[config.mk]
export PLATFORM = sky130hd
export DESIGN_NAME = register_file
export DESIGN_NICKNAME = d
export VERILOG_FILES = /design/src/rtl/regfile_pkg.sv /design/src/rtl/register_file.sv
export SDC_FILE = /design/constraint.sdc
export NUM_CORES = 2
export LEC_CHECK = 0
export CAP_MARGIN = 20
export CORE_AREA = 2 2 442 444
export DETAILED_ROUTE_END_ITERATION = 10
export DIE_AREA = 0 0 444 446
export HOLD_SLACK_MARGIN = 0.15
export PLACE_DENSITY = 0.47
export REMOVE_ABC_BUFFERS = 1
export SLEW_MARGIN = 40
export SYNTH_ARGS = -nofsm -noshare
export SYNTH_HDL_FRONTEND = slang
export SYNTH_SLANG_ARGS = --single-unit
[constraint.sdc]
create_clock -name clk -period 2.5 [get_ports clk]
set_input_delay 0.625 -clock clk [delete_from_list [all_inputs] [get_ports clk]]
set_output_delay 0.625 -clock clk [all_outputs]
set_load 0.02 [all_outputs]
[src/rtl/regfile_pkg.sv]
// Shared widths and architectural register indices for the MIPS register file.
package regfile_pkg;

  localparam int DATA_W = 32;
  localparam int ADDR_W = 5;

  localparam int REG_ZERO = 0;
  localparam int REG_V0   = 2;
  localparam int REG_A0   = 4;
  localparam int REG_SP   = 29;
  localparam int REG_RA   = 31;

  typedef logic [ADDR_W-1:0] reg_addr_t;

endpackage

[src/rtl/register_file.sv]
// 32 x 32 MIPS register file: two combinational read ports, one clocked write port,
// $0 hardwired to zero, $v0/$a0 exported for syscall observation.
module register_file
  import regfile_pkg::*;
#(
  parameter int DATA_W = regfile_pkg::DATA_W,
  parameter int ADDR_W = regfile_pkg::ADDR_W
) (
  input  logic              clk,
  input  logic              rst_n,
  input  logic              WE,
  input  logic [ADDR_W-1:0] reg1_addr,
  input  logic [ADDR_W-1:0] reg2_addr,
  input  logic [ADDR_W-1:0] write_addr,
  input  logic [DATA_W-1:0] write_data,
  output logic [DATA_W-1:0] reg1_data,
  output logic [DATA_W-1:0] reg2_data,
  output logic [DATA_W-1:0] a0,
  output logic [DATA_W-1:0] v0
);

  localparam int DEPTH = 2 ** ADDR_W;

  // Entry 0 has no storage; the read function returns zero for it.
  logic [DATA_W-1:0] regs [1:DEPTH-1];

  function automatic logic [DATA_W-1:0] read_reg(input logic [ADDR_W-1:0] addr);
    if (addr == ADDR_W'(REG_ZERO)) begin
      read_reg = '0;
    end else begin
      read_reg = regs[addr];
    end
  endfunction

  always_ff @(posedge clk or negedge rst_n) begin
    if (!rst_n) begin
      for (int i = 1; i < DEPTH; i++) begin
        regs[i] <= '0;
      end
    end else if (WE && (write_addr != ADDR_W'(REG_ZERO))) begin
      regs[write_addr] <= write_data;
    end
  end

  always_comb begin
    reg1_data = read_reg(reg1_addr);
    reg2_data = read_reg(reg2_addr);
  end

  assign a0 = regs[REG_A0];
  assign v0 = regs[REG_V0];

endmodule

After elaboration in Yosys (flattened, before gate mapping) --
Cells that the tools add are included.
Operators by class: add/subtract/negate cells 0, multiply operators 0, divide/modulo/power cells 0, order comparisons 4, equality and inequality tests 0, shifts and indexed selects 0, multiplexer cells 11, bitwise gates (word level) 3, reductions and logical operators 5
Operators by type and width (count):
- bitwise mux 992 bit | 1
- binary-select mux 32 bit (select 5 bit) | 2
- 2-to-1 mux 32 bit | 7
- demux 32 bit (select 5 bit) | 1
- >= comparator 6 bit (second input constant) | 3
- NOT 5 -> 6 bit | 3
- zero test 5 bit | 2
- < comparator 6 x 1 -> 1 bit (second input constant) | 1
- nonzero test 5 bit | 1
- logical AND 1 bit | 2
Storage, ports and cells: flip-flop bits (word level) 992, latch bits 0, memory bits (writable) 0, bits in read-only memories 0, input port bits 50, output and inout bits 128, logic and storage cells 54, memories kept 0

Longest topological paths before layout --
depth after elaboration 6, depth in mapped cells 9, depth with buffers taken out 4

Worst setup path after synthesis --
No wires, ideal clock.
kind in2out, start point input reg2_addr[1], end point output reg2_data[1], arrival time 2.352 ns, data required time 1.875 ns, path slack -0.477 ns, stages 9, buffers on the path 5, path through buf_4 -> buf_6 -> buf_6 -> buf_12 -> buf_8 -> mux2i_1 -> a22oi_1 -> a21oi_1 -> nor4_1
On the way: cells in the longest elaborated chain, start to end 5, elaborated cells on any way between the ends 6, those cells by class mux: 4; bitwise: 1; reduce/logical: 1
Ends and longest elaborated chain:
- from (decl) | RTL line register_file.sv:13 | input logic [ADDR_W-1:0] reg2_addr,
- NOT 5 -> 6 bit (not written as such) | RTL line register_file.sv:31 | read_reg = regs[addr];
- binary-select mux 32 bit (select 5 bit) | RTL line register_file.sv:31
- 2-to-1 mux 32 bit (not written as such) (2 in a row) | RTL line register_file.sv:31
- 2-to-1 mux 32 bit * | RTL line register_file.sv:28 | if (addr == ADDR_W'(REG_ZERO)) begin
- to (decl) | RTL line register_file.sv:17 | output logic [DATA_W-1:0] reg2_data,
Every way passes the cells marked *; elsewhere a longest branch is shown, timed or not. The select of a mux whose other input is x is not followed.

Worst setup path after layout --
start point input reg1_addr[2], end point output reg1_data[19]
On the way: cells in the longest elaborated chain, start to end 5, elaborated cells on any way between the ends 6, those cells by class mux: 4; bitwise: 1; reduce/logical: 1
Ends and longest elaborated chain:
- from (decl) | RTL line register_file.sv:12 | input logic [ADDR_W-1:0] reg1_addr,
- NOT 5 -> 6 bit (not written as such) | RTL line register_file.sv:31
- binary-select mux 32 bit (select 5 bit) | RTL line register_file.sv:31
- 2-to-1 mux 32 bit (not written as such) (2 in a row) | RTL line register_file.sv:31
- 2-to-1 mux 32 bit * | RTL line register_file.sv:28
- to (decl) | RTL line register_file.sv:16 | output logic [DATA_W-1:0] reg1_data,
Marked as above.

==> results.toml <==
[outcome]
status = "finished, violations left"
violations = "negative setup slack"

[setup_path]
timing.rr.end = "a0[29]"
worstReg2RegStart = "a0[29]"
path_class = "primary input to output pin"
slowest_stage = "or2_4"
cp-start-kind = "primary input"
critPathRequiredTime_ps = 1880
path_cells = "buf_16, or2_4, buf_6, buf_12, buf_12, o22ai_2, nor3_1, buf_4, a211oi_4, buf_4, buf_12"
crit_top_cell = "buf_12"
r2r_cells = 3
arrival_ps = 2530
reg2reg_setup_slack_ps = 1460
crit_family = "buffers and inverters"
cp.depth = 11
critical_path.endpoint = "reg1_data[19]"
startpoint = "reg1_addr[2]"
worst-path-buf-inv = 7
cpPeakStageDelay_ps = 290
crit_path_end_kind = "output pin"
crit_fanout = 10

[place]
place_hpwl_um = 138700
post-place-ws_ps = -1376
gp_congestion = 0.8251
placed_cell_area_um2 = 63500
port_buffers = 177
place_inst = 7007

[grt]
track_usage = 0.2122
use_met2 = 0.3592
antenna_found_initial = 3
use_met3 = 0.02465
busiest_layer = "met2"
overflow = 0
grt_max_degree = 100
grt_first_pass_wirelength_um = 306700
grt_pass1_vias = 41100
use_met1 = 0.2796

[finish]
stdcell_area_um2 = 73690
seqCellArea_um2 = 24830
final_nets = 4768
drive_gt1_frac = 0.5579
n_fill_cell = 18320
multiInputGateArea_um2 = 29970
layoutNonFillerInstCount = 7357
area_delta_synth_final_pct = 36.80

[die]
coreArea_um2 = 193600
dieArea_um2 = 198000
start_util = 0.2783
die_w_um = 444
die_h_um = 446
num_rows = 162
ioPinCount = 178

[route]
via_per_inst = 5.317
wl_per_cell_um = 29.25
vias = 39110
firstDrtPassIters = 5
wirelength_um = 215200
post-route-drc-count = 0
drtIter0Drc = 2522
ant_nets = 0

[pwr]
cellInternalPower_mw = 37.34
clkPwrFrac = 0.335
ir_worst_vdd_uv = 648.6
leakagePower_nw = 32.40
finalPower_mw = 53.42
seq_power_share = 0.407
switchingPower_mw = 16.08
power.density_nw_per_um2 = 724.9
pwr-share-comb = 0.258
switching_share = 0.3010

[sta]
rsz0062_at_grt = "yes"
fin_ws_ps = -654.2
timing.setup.tns_ps = -34590
slew_viol_final = 0
clock_skew_ps = 0
max_slew_margin = 0.5268
post-route-period-util = 1.262
fmax_ghz = 0.3170
final-hold-violation-count = 0
finalSetupViolCount = 64
fin_crit_ps = 3154
tightest_slew_ps = 709.9

[logic_synthesis]
syn_avg_cell_area_um2 = 13.04
synth.area.top_cells = "dfrtp_1 46%, mux2_2 22%, mux2i_1 11%"
ys_warn_count = 0
synthesis.area_um2 = 53870
synthesis.instances = 4130
synth_cell_types = 41
synth_top_cell_area_share = 0.4608
yosysTopAreaCell = "dfrtp_1"
yosysSeqAreaShare = 0.4608
synth_seq_cells = 992

[clocking]
numCtsBuffers = 114
cts_tree = "done"
clkLatencyLatePin_ps = 760
root_buffer = "clkbuf_16"
cts_buffer_depth = 3
cts_num_sinks = 992
clkTransAtPathRegs_ps = 60
htree_levels = 3

[min_path]
hold_class = "primary input to asynchronous set/reset pin"

[flow_run]
cap_viol_max_count = 0
-- power by group through the flow --
stage	Sequential (mW)	Combinational (mW)	Clock, mW
3_5_place_dp	21.9	11.8	0
2_1_floorplan	21.3	6.64	0
3_3_place_gp	21.8	11.7	0
6_report	21.7	13.8	17.9
4_1_cts	21.6	13.1	18.3
5_1_grt	22.1	14.7	18.9
-- state kept, by name, summed over array words and instances (netlist names) --
name / count
v0: 32
regs: 928
a0: 32
-- cells in the final DEF, fill, tap and decap left out, types with 27 or more instances in the layout --
cell type / n
buf_4: 478
a211oi_4: 37
dfrtp_1: 986
nor4_4: 28
buf_16: 40
clkbuf_16: 119
mux2_1: 79
mux2_2: 1016
a22oi_1: 30
o22ai_2: 70
mux2i_1: 559
nor3_2: 59
buf_6: 97
clkdlybuf4s50_1: 50
o22ai_1: 177
buf_12: 218
a22oi_2: 34
o22ai_4: 40
mux4_2: 128
a221oi_1: 27
nor3_1: 54
dlygate4sd2_1: 52
a221o_1: 32
-- Yosys cell counts (all sizes together) --
cell / instances
nor2b: 41
nand4b: 1
a221o: 32
o22ai: 287
or3b: 1
nand2b: 10
or3: 32
and2b: 2
a22oi: 64
mux2i: 577
o2111a: 1
nand2: 20
nor3b: 1
nor2: 15
dfrtp: 992
a221oi: 31
and2: 2
or2: 4
a21oi: 32
nand3: 5
clkbuf: 188
a211oi: 63
nand3b: 2
nand4: 1
nor3: 131
nor4: 32
buf: 311
mux2: 1120
and3: 3
mux4: 128
nor4b: 1
-- worst register-to-register path, cell delays in order, from the launching register on --
cell and delay (ps):
dfrtp_1 390, buf_4 150, buf_4 130, mux2_2 260
-- metrics by stage --
| stage | util | hold slack (ps) |
|---|---|---|
| 5_1_grt | 0.3807 | 402.2 |
| 2_1_floorplan | - | 329.4 |
| 3_3_place_gp | 0.3280 | 488.6 |
| 3_5_place_dp | 0.3280 | 496.8 |
| 4_1_cts | 0.3690 | 354.4 |
| 6_report | 0.3807 | 421.8 |
-- layout make-up --
cell class | instances | area share
sequential | 992 | 0.3370
timing repair buffer | 971 | 0.1594
clock buffer | 161 | 0.04450
antenna | 2 | 0.00006792
multi-input combinational | 2639 | 0.4067
clock inverter | 50 | 0.009237
tap | 2542 | 0.04316
-- how the worst min path moves through the flow --
stage / startpoint / to / slack [ps]
floorplan: rst_n / a0[0] / 330
global placement: regs[911] / regs[911] / 490
detailed placement: regs[914] / regs[914] / 500
CTS: rst_n / regs[17] / 350
global route: rst_n / regs[67] / 400
finish: rst_n / regs[17] / 420
-- logic make-up after synthesis --
logic type	count (synthesis)	synth area share
multiplexers	1825	0.3949
flip-flops	992	0.4608
AO/OA/AOI/OAI	510	0.06520
buffers and inverters	499	0.04780
AND/OR/NAND/NOR	304	0.03127
-- repair_timing --
item,4_1_cts,5_1_grt
buffers inserted,99,71
setup endpoints to repair,119,66
hold endpoints to repair,24,0
gates cloned,25,5
hold buffers,1,0
pin swaps,113,149
gates resized for setup,574,323
-- metal layers --
metal	wire length (um)	vias to the layer above
li1	-	16830
met1	94540	21060
met2	105100	919
met3	7797	299
met4	7802	2
met5	7	-
Power figures use the tool's default switching activity.
